File: config.mk
export PLATFORM = sky130hd
export DESIGN_NAME = regfile_alu_sequencer
export DESIGN_NICKNAME = d
export VERILOG_FILES = /design/src/rtl/regfile_seq_pkg.sv /design/src/rtl/seq_alu.sv /design/src/rtl/regfile_alu_sequencer.sv
export SDC_FILE = /design/constraint.sdc
export NUM_CORES = 1
export LEC_CHECK = 0
export BUFFER_PORTS_ARGS = -buffer_cell sky130_fd_sc_hd__buf_2
export CORE_MARGIN = 5
export CORE_UTILIZATION = 58
export CTS_BUF_LIST = sky130_fd_sc_hd__clkbuf_16
export CTS_CLUSTER_SIZE = 12
export DETAILED_ROUTE_END_ITERATION = 6
export PLACE_DENSITY_LB_ADDON = 0.08
export SETUP_SLACK_MARGIN = 0.05
export SYNTH_ARGS = -nofsm -noshare
export SYNTH_HDL_FRONTEND = slang
export SYNTH_HIERARCHICAL = 1
export SYNTH_SLANG_ARGS = --single-unit
File: constraint.sdc
create_clock -name Clock -period 3.8 [get_ports Clock]
set_input_delay 0.57 -clock Clock [delete_from_list [all_inputs] [get_ports Clock]]
set_output_delay 0.57 -clock Clock [all_outputs]
set_load 0.01 [all_outputs]
File: src/rtl/regfile_seq_pkg.sv
`default_nettype none
// ============================================================================
// Module   : regfile_seq_pkg
// Brief    : Shared types and default widths for the register-file ALU
//            sequencer (opcodes, sequencer states, width defaults).
// Revision : 1.0 - initial release
// ============================================================================
package regfile_seq_pkg;

    localparam int c_DATA_WIDTH_DEFAULT = 16;
    localparam int c_ADDR_WIDTH_DEFAULT = 6;

    // 3-bit opcode carried on ReqOp
    typedef enum logic [2:0] {
        OP_ADD = 3'b000,
        OP_SUB = 3'b001,
        OP_AND = 3'b010,
        OP_OR  = 3'b011,
        OP_XOR = 3'b100,
        OP_SHL = 3'b101,
        OP_SHR = 3'b110,
        OP_LDI = 3'b111
    } op_t;

    // One state per pipeline phase of an operation
    typedef enum logic [1:0] {
        IDLE  = 2'd0,
        READ  = 2'd1,
        EXEC  = 2'd2,
        WRITE = 2'd3
    } state_t;

endpackage : regfile_seq_pkg
`default_nettype wire

File: src/rtl/seq_alu.sv
`default_nettype none
// ============================================================================
// Module   : seq_alu
// Brief    : Combinational ALU for the register-file sequencer. Produces the
//            result and carry/borrow for one opcode.
// Revision : 1.0 - initial release
// ============================================================================
module seq_alu
    import regfile_seq_pkg::*;
#(
    parameter int DATA_WIDTH = c_DATA_WIDTH_DEFAULT
) (
    input  op_t                   i_op,
    input  logic [DATA_WIDTH-1:0] i_a,
    input  logic [DATA_WIDTH-1:0] i_b,
    input  logic [DATA_WIDTH-1:0] i_imm,
    output logic [DATA_WIDTH-1:0] o_result,
    output logic                  o_carry
);

    // One extra bit so the carry (ADD) or borrow (SUB) falls out of the MSB
    logic [DATA_WIDTH:0] w_sum;
    logic [DATA_WIDTH:0] w_diff;
    logic [3:0]          w_shamt;

    assign w_sum   = {1'b0, i_a} + {1'b0, i_b};
    assign w_diff  = {1'b0, i_a} - {1'b0, i_b};
    assign w_shamt = i_b[3:0];

    // Opcode decode; carry stays zero for everything but ADD/SUB
    always_comb begin
        o_result = '0;
        o_carry  = 1'b0;
        case (i_op)
            OP_ADD: begin
                o_result = w_sum[DATA_WIDTH-1:0];
                o_carry  = w_sum[DATA_WIDTH];
            end
            OP_SUB: begin
                o_result = w_diff[DATA_WIDTH-1:0];
                o_carry  = w_diff[DATA_WIDTH];
            end
            OP_AND:  o_result = i_a & i_b;
            OP_OR:   o_result = i_a | i_b;
            OP_XOR:  o_result = i_a ^ i_b;
            OP_SHL:  o_result = i_a << w_shamt;
            OP_SHR:  o_result = i_a >> w_shamt;
            OP_LDI:  o_result = i_imm;
            default: o_result = '0;
        endcase
    end

endmodule : seq_alu
`default_nettype wire

File: src/rtl/regfile_alu_sequencer.sv
`default_nettype none
// ============================================================================
// Module   : regfile_alu_sequencer
// Brief    : Sole driver of the 64x16 register file port set. Accepts one
//            register-to-register operation, reads both operands, computes
//            the ALU result and writes it back (IDLE-READ-EXEC-WRITE).
// Revision : 1.0 - initial release
// ============================================================================
module regfile_alu_sequencer
    import regfile_seq_pkg::*;
#(
    parameter int DATA_WIDTH = c_DATA_WIDTH_DEFAULT,
    parameter int ADDR_WIDTH = c_ADDR_WIDTH_DEFAULT
) (
    input  logic                  Clock,
    input  logic                  Reset,
    input  logic                  ReqValid,
    output logic                  ReqReady,
    input  logic [2:0]            ReqOp,
    input  logic [ADDR_WIDTH-1:0] ReqDest,
    input  logic [ADDR_WIDTH-1:0] ReqSrcA,
    input  logic [ADDR_WIDTH-1:0] ReqSrcB,
    input  logic [DATA_WIDTH-1:0] ReqImm,
    output logic [ADDR_WIDTH-1:0] AddressA,
    output logic [ADDR_WIDTH-1:0] AddressB,
    input  logic [DATA_WIDTH-1:0] ReadDataA,
    input  logic [DATA_WIDTH-1:0] ReadDataB,
    output logic [DATA_WIDTH-1:0] WriteData,
    output logic                  WriteEnable,
    output logic                  Busy,
    output logic                  Done,
    output logic [DATA_WIDTH-1:0] Result,
    output logic                  FlagZero,
    output logic                  FlagCarry
);

    state_t                r_state;
    state_t                w_nextState;
    logic                  w_accept;

    op_t                   r_op;
    logic [ADDR_WIDTH-1:0] r_dest;
    logic [ADDR_WIDTH-1:0] r_srcA;
    logic [ADDR_WIDTH-1:0] r_srcB;
    logic [DATA_WIDTH-1:0] r_imm;
    logic [DATA_WIDTH-1:0] r_operandA;
    logic [DATA_WIDTH-1:0] r_operandB;
    logic [DATA_WIDTH-1:0] r_result;
    logic                  r_flagZero;
    logic                  r_flagCarry;

    logic [DATA_WIDTH-1:0] w_aluResult;
    logic                  w_aluCarry;

    seq_alu #(
        .DATA_WIDTH (DATA_WIDTH)
    ) u_alu (
        .i_op     (r_op),
        .i_a      (r_operandA),
        .i_b      (r_operandB),
        .i_imm    (r_imm),
        .o_result (w_aluResult),
        .o_carry  (w_aluCarry)
    );

    // State register; reset wins over any request in the same cycle
    always_ff @(posedge Clock) begin
        if (Reset) begin
            r_state <= IDLE;
        end else begin
            r_state <= w_nextState;
        end
    end

    // Next state and port-side decode. WriteEnable/Done are masked by Reset so
    // a reset landing in WRITE never commits to the register file.
    always_comb begin
        w_nextState = r_state;
        w_accept    = 1'b0;
        ReqReady    = 1'b0;
        Busy        = 1'b1;
        WriteEnable = 1'b0;
        Done        = 1'b0;
        AddressA    = r_srcA;
        case (r_state)
            IDLE: begin
                Busy     = 1'b0;
                ReqReady = ~Reset;
                w_accept = ReqValid & ~Reset;
                if (w_accept) begin
                    w_nextState = READ;
                end
            end
            READ:  w_nextState = EXEC;
            EXEC:  w_nextState = WRITE;
            WRITE: begin
                AddressA    = r_dest;
                WriteEnable = ~Reset;
                Done        = ~Reset;
                w_nextState = IDLE;
            end
            default: w_nextState = IDLE;
        endcase
    end

    // Request capture, operand latch in READ, result/flag update in EXEC
    always_ff @(posedge Clock) begin
        if (Reset) begin
            r_op        <= OP_ADD;
            r_dest      <= '0;
            r_srcA      <= '0;
            r_srcB      <= '0;
            r_imm       <= '0;
            r_operandA  <= '0;
            r_operandB  <= '0;
            r_result    <= '0;
            r_flagZero  <= 1'b0;
            r_flagCarry <= 1'b0;
        end else begin
            if (w_accept) begin
                r_op   <= op_t'(ReqOp);
                r_dest <= ReqDest;
                r_srcA <= ReqSrcA;
                r_srcB <= ReqSrcB;
                r_imm  <= ReqImm;
            end
            if (r_state == READ) begin
                r_operandA <= ReadDataA;
                r_operandB <= ReadDataB;
            end
            if (r_state == EXEC) begin
                r_result    <= w_aluResult;
                r_flagZero  <= (w_aluResult == '0);
                r_flagCarry <= w_aluCarry;
            end
        end
    end

    assign AddressB  = r_srcB;
    assign WriteData = r_result;
    assign Result    = r_result;
    assign FlagZero  = r_flagZero;
    assign FlagCarry = r_flagCarry;

endmodule : regfile_alu_sequencer
`default_nettype wire

==> impl_results.html, run 1 <==
<table>
<tr><th>Metric</th><th>Value</th></tr>
<tr><th colspan="2">Run status</th></tr>
<tr><td>Status</td><td>complete, no violations</td></tr>
<tr><th colspan="2">Clock network</th></tr>
<tr><td>Clock tree from TritonCTS</td><td>done</td></tr>
<tr><td>CTS buffer count</td><td>9</td></tr>
<tr><td>Post-CTS Hold Buffers</td><td>0</td></tr>
<tr><td>Clock transition time at the flip-flop clock pins of the worst setup and hold paths</td><td>~70 ps</td></tr>
<tr><td>Clock Root Buffer</td><td>sky130_fd_sc_hd__clkbuf_16</td></tr>
<tr><td>Post_cts resized</td><td>0</td></tr>
<tr><td>Clk Latency, worst-skew pair</td><td>around 350 ps</td></tr>
<tr><td>Clock sink count</td><td>89</td></tr>
<tr><td>Max Root-Sink Buffers</td><td>2</td></tr>
<tr><td>H-Tree Level Count</td><td>3</td></tr>
<tr><td>Postcts setup bufs</td><td>0</td></tr>
<tr><th colspan="2">STA</th></tr>
<tr><td>Headroom to the max-slew limit</td><td>roughly a quarter</td></tr>
<tr><td>Final WS setup</td><td>approximately 410 ps</td></tr>
<tr><td>Unrepaired setup endpoints after global routing</td><td>false</td></tr>
<tr><td>Final sum of negative setup slack</td><td>0 ps</td></tr>
<tr><td>Worst slew pin tran</td><td>~1100 ps</td></tr>
<tr><td>Final setup violation count</td><td>0</td></tr>
<tr><td>Post-route clock skew</td><td>9.85 ps</td></tr>
<tr><td>Peak clock frequency supported by timing</td><td>approximately 0.3 GHz</td></tr>
<tr><td>Hold violation total from the final report</td><td>0</td></tr>
<tr><td>Share of the cycle needed by the critical path after routing</td><td>between 80% and 90%</td></tr>
<tr><td>Time the worst path needs with I/O delays and setup</td><td>~3400 ps</td></tr>
<tr><td>Hold slack</td><td>407 ps</td></tr>
<tr><td>Final slew viol count</td><td>0</td></tr>
<tr><th colspan="2">Setup path</th></tr>
<tr><td>Element type at the critical path start</td><td>register</td></tr>
<tr><td>Worst path buffer plus inverter count</td><td>1</td></tr>
<tr><td>Cell family with most CP delay</td><td>compound AO/OA/AOI/OAI gates</td></tr>
<tr><td>Worst-case register-to-register setup slack</td><td>410 ps</td></tr>
<tr><td>R2R cell count</td><td>12</td></tr>
<tr><td>Crit-path max cell delay</td><td>roughly 550 ps</td></tr>
<tr><td>Cell at the slowest stage of the critical path</td><td>sky130_fd_sc_hd__or4b_4</td></tr>
<tr><td>Crit. End Element</td><td>register</td></tr>
<tr><td>Crit Path Category</td><td>reg -&gt; reg</td></tr>
<tr><td>Worst reg2reg startpoint</td><td>r_operandB[3]</td></tr>
<tr><td>Cells along the critical path</td><td>inv_1, ha_1, o21ai_2, a211oi_1, or4b_4, a31o_1, a21oi_1, xnor2_1, o221ai_1, nor4_1, nand3_1, o22ai_1</td></tr>
<tr><td>Crit path DAT</td><td>3650 ps</td></tr>
<tr><td>Crit-path max FO</td><td>11</td></tr>
<tr><td>Required @ worst endpoint</td><td>slightly above 4000 ps</td></tr>
<tr><td>Reg-to-reg endpoint</td><td>FlagZero</td></tr>
<tr><th colspan="2">Logic synthesis</th></tr>
<tr><td>Ranking of synthesized cells by area</td><td>sky130_fd_sc_hd__dfxtp_1 (24%), sky130_fd_sc_hd__mux2i_1 (9.6%), sky130_fd_sc_hd__ha_1 (9.2%), sky130_fd_sc_hd__nor2_1 (5.3%), sky130_fd_sc_hd__nand2_1 (4.8%)</td></tr>
<tr><td>Most frequent cells after synthesis</td><td>sky130_fd_sc_hd__nor2_1 (104), sky130_fd_sc_hd__nand2_1 (94), sky130_fd_sc_hd__dfxtp_1 (89)</td></tr>
<tr><td>Yosys synthesis warning count</td><td>6</td></tr>
<tr><td>Post-synth net total</td><td>roughly 1.1k</td></tr>
<tr><td>Mean instance size in the synthesized netlist</td><td>~7.7 um2</td></tr>
<tr><td>Register area share after synthesis</td><td>about a quarter</td></tr>
<tr><td>Yosys cell types</td><td>between 70 and 80</td></tr>
<tr><td>Proportion of synthesized flip-flops having asynchronous set or reset</td><td>0%</td></tr>
<tr><td>Number of synthesized register bits</td><td>89</td></tr>
<tr><td>Synth top area share</td><td>roughly a quarter</td></tr>
<tr><td>Most repeated cell in the gate-level netlist after synthesis</td><td>sky130_fd_sc_hd__nor2_1</td></tr>
<tr><td>Post-synth top flop</td><td>sky130_fd_sc_hd__dfxtp_1</td></tr>
<tr><td>Leading area contributor after synthesis</td><td>sky130_fd_sc_hd__dfxtp_1</td></tr>
<tr><td>Number of synthesized flops with an enable pin</td><td>0</td></tr>
<tr><td>Post-synthesis instance area</td><td>about 0.0073 mm2</td></tr>
<tr><td>Instance count of the mapped netlist</td><td>around 950</td></tr>
<tr><th colspan="2">Power and ir drop</th></tr>
<tr><td>Proportion of power drawn by flip-flops and latches</td><td>between 20% and 30%</td></tr>
<tr><td>Power share of the clock group</td><td>between 10% and 20%</td></tr>
<tr><td>Leakage power</td><td>roughly 3.5 nW</td></tr>
<tr><td>Internal power summed over all cells</td><td>between 2 and 3 mW</td></tr>
<tr><td>Post-route total power</td><td>around 5.2 mW</td></tr>
<tr><td>Maximum VDD drop</td><td>about 0.32 mV</td></tr>
<tr><td>Proportion of power drawn by combinational gates</td><td>roughly three fifths</td></tr>
<tr><td>Switching power total</td><td>about 2.5 mW</td></tr>
<tr><td>Net switching share of the total power</td><td>a little under half</td></tr>
<tr><td>Power per unit of standard cell area</td><td>between 600 and 700 mW/mm2</td></tr>
<tr><th colspan="2">Die</th></tr>
<tr><td>Floorplan row count</td><td>41</td></tr>
<tr><td>Die width</td><td>between 100 and 150 um</td></tr>
<tr><td>Effective utilization at floorplan</td><td>around three fifths</td></tr>
<tr><td>CORE AREA</td><td>about 0.013 mm2</td></tr>
<tr><td>Total die area</td><td>approximately 0.015 mm2</td></tr>
<tr><td>Overall die height</td><td>roughly 120 um</td></tr>
<tr><td>Top-Level Pins</td><td>between 100 and 150</td></tr>
<tr><th colspan="2">Min path</th></tr>
<tr><td>Number of instances on the worst hold path</td><td>3</td></tr>
<tr><td>Worst hold path type</td><td>in -&gt; reg</td></tr>
<tr><td>Hold_sp</td><td>ReqDest[0]</td></tr>
<tr><td>Sink of the worst hold path</td><td>r_dest[0]</td></tr>
<tr><th colspan="2">Layout</th></tr>
<tr><td>Nets@finish</td><td>1153</td></tr>
<tr><td>Area Overhead vs Synth</td><td>11.0%</td></tr>
<tr><td>Combined area of the multi-input logic cells</td><td>~0.0049 mm2</td></tr>
<tr><td>Cell area after layout</td><td>~0.0081 mm2</td></tr>
<tr><td>Utilization of the core after routing</td><td>around 65%</td></tr>
<tr><td>Number of fill cells</td><td>around 1.2k</td></tr>
<tr><td>Number of standard cells in the final layout excluding fillers</td><td>roughly 1.2k</td></tr>
<tr><td>Fraction of layout instances using a drive strength above 1</td><td>between 10% and 20%</td></tr>
<tr><td>Antenna diodes</td><td>0</td></tr>
<tr><td>Storage element area</td><td>~0.0018 mm2</td></tr>
<tr><th colspan="2">Routing</th></tr>
<tr><td>Total via count in the routed design</td><td>approximately 7.3k</td></tr>
<tr><td>Detailed-router iteration count before antenna repair</td><td>7</td></tr>
<tr><td>Drc violations</td><td>0</td></tr>
<tr><td>Starting DRC count in detailed routing</td><td>between 1k and 1.5k</td></tr>
<tr><td>Final WL</td><td>23.6 mm</td></tr>
<tr><td>Count of nets left with antenna violations after detail routing</td><td>0</td></tr>
<tr><td>Routed vias/inst</td><td>~6.1</td></tr>
<tr><td>Routed wire length per instance</td><td>19.6 um</td></tr>
<tr><th colspan="2">Place</th></tr>
<tr><td>GPL Wtd Cong</td><td>approximately 1.0</td></tr>
<tr><td>HPWL after DPL</td><td>roughly 18 mm</td></tr>
<tr><td>Placed cells</td><td>approximately 1.2k</td></tr>
<tr><td>Post-placement setup slack</td><td>509 ps</td></tr>
<tr><td>Placement-stage cell area</td><td>between 0.007 and 0.008 mm2</td></tr>
<tr><td>Buffers on Ports</td><td>~120</td></tr>
<tr><th colspan="2">GRT</th></tr>
<tr><td>Number of global-route vias before repair</td><td>6633</td></tr>
<tr><td>Total overflow reported by the global router</td><td>0</td></tr>
<tr><td>First-pass GRT wire length</td><td>36.8 mm</td></tr>
<tr><td>Antenna violations before repair</td><td>0</td></tr>
<tr><td>Pin count of the biggest net entering global routing</td><td>75</td></tr>
<tr><td>Combined global-route utilization of all metal layers</td><td>a little under a third</td></tr>
<tr><th colspan="2">Job</th></tr>
<tr><td>Count of max-cap constraint violations</td><td>0</td></tr>
</table>
-- cell type report --
| class | count | share of cell area [%] |
|---|---|---|
| Timing Repair Buffer | 147 | 9.84 |
| Multi-Input combinational cell | 730 | 60.0 |
| Inverter | 48 | 2.21 |
| Tap cell | 172 | 2.64 |
| Sequential cell | 89 | 21.9 |
| Clock inverter | 7 | 0.676 |
| Clock buffer | 9 | 2.77 |
-- layout by cell type (no fill, tap or decap), types with 7 or more instances in the layout --
cell                        instances
sky130_fd_sc_hd__nand2b_1          46
sky130_fd_sc_hd__o31ai_1           10
sky130_fd_sc_hd__buf_2            121
sky130_fd_sc_hd__buf_4             26
sky130_fd_sc_hd__o22ai_1            9
sky130_fd_sc_hd__o21ai_1           29
sky130_fd_sc_hd__inv_1             44
sky130_fd_sc_hd__nor3_1            14
sky130_fd_sc_hd__nor2b_1           12
sky130_fd_sc_hd__nand3_1            9
sky130_fd_sc_hd__a21oi_1           57
sky130_fd_sc_hd__nor2_1           104
sky130_fd_sc_hd__a211oi_1          13
sky130_fd_sc_hd__ha_1              53
sky130_fd_sc_hd__nor4_1             9
sky130_fd_sc_hd__a221oi_1           7
sky130_fd_sc_hd__mux2i_1           70
sky130_fd_sc_hd__o21bai_1           7
sky130_fd_sc_hd__o211ai_1          11
sky130_fd_sc_hd__dfxtp_1           89
sky130_fd_sc_hd__o21ai_0           62
sky130_fd_sc_hd__mux2_2            10
sky130_fd_sc_hd__clkbuf_16          9
sky130_fd_sc_hd__nand2_1           94
-- registers in the layout, indices dropped and copies added (netlist names) --
signal	flops
r_state	2
r_operandB	16
r_op	3
r_srcA	6
Result	16
r_dest	6
r_operandA	16
AddressB	6
FlagZero	1
r_imm	16
FlagCarry	1
-- how the worst max path moves through the flow --
stage	start	to	slack, ps	depth (start not counted)
2_1_floorplan	r_operandB[1]	FlagZero	650	14
3_3_place_gp	r_operandA[0]	FlagZero	600	13
3_5_place_dp	r_operandB[3]	FlagZero	510	12
4_1_cts	r_operandB[3]	FlagZero	460	12
5_1_grt	r_operandB[3]	FlagZero	210	12
6_report	r_operandB[3]	FlagZero	410	12
-- power by group through the flow --
stage	Clock, mW	Sequential (mW)	Combinational [mW]
global placement	0	1.34	2.97
finish	0.839	1.33	3.07
global route	0.899	1.35	3.33
detailed placement	0	1.34	2.97
CTS	0.858	1.32	3.00
floorplan	0	1.30	2.22
-- worst register-to-register path: stages (launching register included) --
cell,delay (ps)
sky130_fd_sc_hd__dfxtp_1,510
sky130_fd_sc_hd__inv_1,170
sky130_fd_sc_hd__ha_1,460
sky130_fd_sc_hd__o21ai_2,200
sky130_fd_sc_hd__a211oi_1,80
sky130_fd_sc_hd__or4b_4,550
sky130_fd_sc_hd__a31o_1,280
sky130_fd_sc_hd__a21oi_1,190
sky130_fd_sc_hd__xnor2_1,150
sky130_fd_sc_hd__o221ai_1,210
sky130_fd_sc_hd__nor4_1,290
sky130_fd_sc_hd__nand3_1,100
sky130_fd_sc_hd__o22ai_1,120
-- cell families (layout without fill, tap and decap cells) --
| logic type | after synthesis | after routing | share of synthesized area [%] |
|---|---|---|---|
| xor gates and xnor gates | 9 | 9 | 1.07 |
| DFF | 89 | 89 | 24.3 |
| AOI/OAI and AO/OA | 265 | 265 | 23.2 |
| buffers and inverters | 130 | 211 | 9.21 |
| and+or+nand+nor | 318 | 318 | 20.8 |
| adders and majority gates | 56 | 56 | 9.76 |
| muxes | 82 | 82 | 11.7 |
-- per-layer routing --
layer	global-route usage, %	vias up	routed length [um]
met4	11.5	0	854
met1	44.9	3393	10200
met3	7.70	66	2570
met5	0	-	0
li1	-	3482	-
met2	46.0	395	9960
(Power assumes the default switching activity.)
==> run 2: changes to the inputs <==
==> constraint.sdc (replaced) <==
create_clock -name Clock -period 3.8 [get_ports Clock]
set_input_delay 0.38 -clock Clock [delete_from_list [all_inputs] [get_ports Clock]]
set_output_delay 0.38 -clock Clock [all_outputs]
set_load 0.01 [all_outputs]
==> impl_results.html, run 2 (synthesized netlist as in run 1, its figures left out) <==
<table>
<tr><th>Metric</th><th>Value</th></tr>
<tr><th colspan="2">Place</th></tr>
<tr><td>Placed cells</td><td>about 1.2k</td></tr>
<tr><td>Buffers on Ports</td><td>approximately 120</td></tr>
<tr><td>HPWL after DPL</td><td>roughly 18 mm</td></tr>
<tr><td>Placement-stage cell area</td><td>0.00787 mm2</td></tr>
<tr><td>Post-placement setup slack</td><td>slightly above 500 ps</td></tr>
<tr><td>GPL Wtd Cong</td><td>between 1 and 1.5</td></tr>
<tr><th colspan="2">Power and ir drop</th></tr>
<tr><td>Leakage power</td><td>approximately 3.5 nW</td></tr>
<tr><td>Post-route total power</td><td>5.26 mW</td></tr>
<tr><td>Power per unit of standard cell area</td><td>645 mW/mm2</td></tr>
<tr><td>Maximum VDD drop</td><td>about 0.32 mV</td></tr>
<tr><th colspan="2">GRT</th></tr>
<tr><td>Pin count of the biggest net entering global routing</td><td>93</td></tr>
<tr><td>Antenna violations before repair</td><td>0</td></tr>
<tr><td>Total overflow reported by the global router</td><td>0</td></tr>
<tr><td>Number of global-route vias before repair</td><td>between 6k and 7k</td></tr>
<tr><td>Combined global-route utilization of all metal layers</td><td>30.9%</td></tr>
<tr><td>First-pass GRT wire length</td><td>35.8 mm</td></tr>
<tr><th colspan="2">Routing</th></tr>
<tr><td>Total via count in the routed design</td><td>roughly 7.3k</td></tr>
<tr><td>Detailed-router iteration count before antenna repair</td><td>6</td></tr>
<tr><td>Final WL</td><td>about 23 mm</td></tr>
<tr><td>Count of nets left with antenna violations after detail routing</td><td>0</td></tr>
<tr><td>Starting DRC count in detailed routing</td><td>approximately 900</td></tr>
<tr><td>Routed vias/inst</td><td>6.09</td></tr>
<tr><td>Drc violations</td><td>0</td></tr>
<tr><td>Routed wire length per instance</td><td>19.4 um</td></tr>
<tr><th colspan="2">Setup path</th></tr>
<tr><td>Cells along the critical path</td><td>inv_1, ha_1, fa_1, o21bai_1, a211oi_1, a211oi_1, o22ai_1, or2_2, a31oi_1, a211oi_1, nor4_1, nand3_1, o22ai_1</td></tr>
<tr><td>Cell at the slowest stage of the critical path</td><td>sky130_fd_sc_hd__a211oi_1</td></tr>
<tr><td>Crit path DAT</td><td>about 3600 ps</td></tr>
<tr><td>Reg-to-reg endpoint</td><td>FlagZero</td></tr>
<tr><td>Worst-case register-to-register setup slack</td><td>450 ps</td></tr>
<tr><td>Required @ worst endpoint</td><td>around 4100 ps</td></tr>
<tr><td>R2R cell count</td><td>13</td></tr>
<tr><td>Crit. End Element</td><td>register</td></tr>
<tr><td>Crit Path Category</td><td>reg -&gt; reg</td></tr>
<tr><td>Crit-path max cell delay</td><td>approximately 490 ps</td></tr>
<tr><td>Cell seen most often among critical-path stages</td><td>sky130_fd_sc_hd__a211oi_1</td></tr>
<tr><td>Element type at the critical path start</td><td>register</td></tr>
<tr><td>Crit-path max FO</td><td>5</td></tr>
<tr><td>Worst reg2reg startpoint</td><td>r_operandA[0]</td></tr>
<tr><th colspan="2">Layout</th></tr>
<tr><td>Fraction of layout instances using a drive strength above 1</td><td>about a fifth</td></tr>
<tr><td>Antenna diodes</td><td>0</td></tr>
<tr><td>Number of standard cells in the final layout excluding fillers</td><td>roughly 1.2k</td></tr>
<tr><td>Top library cells by usage in the layout, fill and taps aside</td><td>sky130_fd_sc_hd__buf_2 (121), sky130_fd_sc_hd__nor2_1 (104), sky130_fd_sc_hd__nand2_1 (94), sky130_fd_sc_hd__dfxtp_1 (89), sky130_fd_sc_hd__mux2i_1 (70)</td></tr>
<tr><td>Cell area after layout</td><td>roughly 0.0082 mm2</td></tr>
<tr><td>Area Overhead vs Synth</td><td>11.2%</td></tr>
<tr><td>Most frequent standard cell in the layout excluding fill and tap cells</td><td>sky130_fd_sc_hd__buf_2</td></tr>
<tr><td>Nets@finish</td><td>between 1k and 1.5k</td></tr>
<tr><td>Utilization of the core after routing</td><td>between 60% and 70%</td></tr>
<tr><td>Number of fill cells</td><td>between 1k and 1.5k</td></tr>
<tr><th colspan="2">Die</th></tr>
<tr><td>Top-Level Pins</td><td>between 100 and 150</td></tr>
<tr><td>Floorplan row count</td><td>41</td></tr>
<tr><td>Effective utilization at floorplan</td><td>between 50 and 60%</td></tr>
<tr><td>Overall die height</td><td>122 um</td></tr>
<tr><td>CORE AREA</td><td>roughly 0.013 mm2</td></tr>
<tr><td>Total die area</td><td>~0.015 mm2</td></tr>
<tr><td>Die width</td><td>roughly 120 um</td></tr>
<tr><th colspan="2">Clock network</th></tr>
<tr><td>Postcts setup bufs</td><td>0</td></tr>
<tr><td>Post_cts resized</td><td>0</td></tr>
<tr><td>CTS buffer count</td><td>9</td></tr>
<tr><td>Clock Root Buffer</td><td>sky130_fd_sc_hd__clkbuf_16</td></tr>
<tr><td>H-Tree Level Count</td><td>3</td></tr>
<tr><td>Clock transition time at the flip-flop clock pins of the worst setup and hold paths</td><td>~70 ps</td></tr>
<tr><td>Post-CTS Hold Buffers</td><td>0</td></tr>
<tr><td>Clock tree from TritonCTS</td><td>done</td></tr>
<tr><td>Max Root-Sink Buffers</td><td>2</td></tr>
<tr><td>Clock sink count</td><td>slightly below 90</td></tr>
<tr><td>Clk Latency, worst-skew pair</td><td>360 ps</td></tr>
<tr><th colspan="2">Run status</th></tr>
<tr><td>Status</td><td>complete, no violations</td></tr>
<tr><th colspan="2">Min path</th></tr>
<tr><td>Sink of the worst hold path</td><td>AddressB[4]</td></tr>
<tr><td>Hold_sp</td><td>ReqSrcB[4]</td></tr>
<tr><td>Worst hold path type</td><td>in -&gt; reg</td></tr>
<tr><td>Number of instances on the worst hold path</td><td>3</td></tr>
<tr><th colspan="2">STA</th></tr>
<tr><td>Hold violation total from the final report</td><td>0</td></tr>
<tr><td>Hold slack</td><td>approximately 220 ps</td></tr>
<tr><td>Unrepaired setup endpoints after global routing</td><td>false</td></tr>
<tr><td>Final setup violation count</td><td>0</td></tr>
<tr><td>Share of the cycle needed by the critical path after routing</td><td>88.3%</td></tr>
<tr><td>Worst slew pin tran</td><td>1090 ps</td></tr>
<tr><td>Final WS setup</td><td>~450 ps</td></tr>
<tr><td>Final slew viol count</td><td>0</td></tr>
<tr><td>Headroom to the max-slew limit</td><td>between 20% and 30%</td></tr>
<tr><td>Final sum of negative setup slack</td><td>0 ps</td></tr>
<tr><td>Post-route clock skew</td><td>7.88 ps</td></tr>
<tr><td>Peak clock frequency supported by timing</td><td>slightly below 0.3 GHz</td></tr>
<tr><td>Time the worst path needs with I/O delays and setup</td><td>3350 ps</td></tr>
<tr><th colspan="2">Job</th></tr>
<tr><td>Count of max-cap constraint violations</td><td>0</td></tr>
</table>
## run 2: cell count changes in the layout (fill, tap and decap cells not counted), sizes merged
| cell | previous run | this run |
|---|---|---|
| buf | 147 | 148 |
| clkinvlp | 3 | 2 |
| inv | 49 | 50 |
## run 2: cell type report
| cell class | count | area, um2 | area share, % |
|---|---|---|---|
| Clock buffer | 9 | 225 | 2.76 |
| Sequential cell | 89 | 1780 | 21.8 |
| Clock inverter | 7 | 62.6 | 0.767 |
| Tap cell | 172 | 215 | 2.64 |
| Multi-Input combinational cell | 730 | 4880 | 59.9 |
| Inverter | 48 | 180 | 2.21 |
| Timing Repair Buffer | 148 | 808 | 9.91 |
## run 2: worst max-delay path by stage
stage	startpoint	to	slack, ps	depth (start not counted)
floorplan	r_operandB[1]	FlagZero	650	14
global placement	r_operandA[0]	FlagZero	610	13
detailed placement	r_operandA[0]	FlagZero	510	13
CTS	r_operandA[0]	FlagZero	480	13
global route	r_operandA[0]	FlagZero	190	13
finish	r_operandA[0]	FlagZero	450	13
## run 2: critical path: cells and delay by family, from the launching register on
| family | cells | cell delay [ps] |
|---|---|---|
| DFF | 1 | 410 |
| adders and majority gates | 2 | 670 |
| and+or+nand+nor | 3 | 650 |
| AOI/OAI and AO/OA | 7 | 1440 |
| buffers and inverters | 1 | 110 |
## run 2: where the power goes
group	switching [mW]	total (mW)	internal, mW
combinational	1.88	3.06	1.18
clock	0.406	0.860	0.454
sequential	0.215	1.34	1.13
total	2.50	5.26	2.76
## run 2: metal layers
layer / vias up / global-route usage (%) / share of wire [%]
li1: 3486 / - / -
met3: 70 / 8.48 / 11
met1: 3347 / 42.1 / 43
met4: 0 / 13.0 / 3.8
met5: - / 0 / 0
met2: 420 / 46.0 / 42
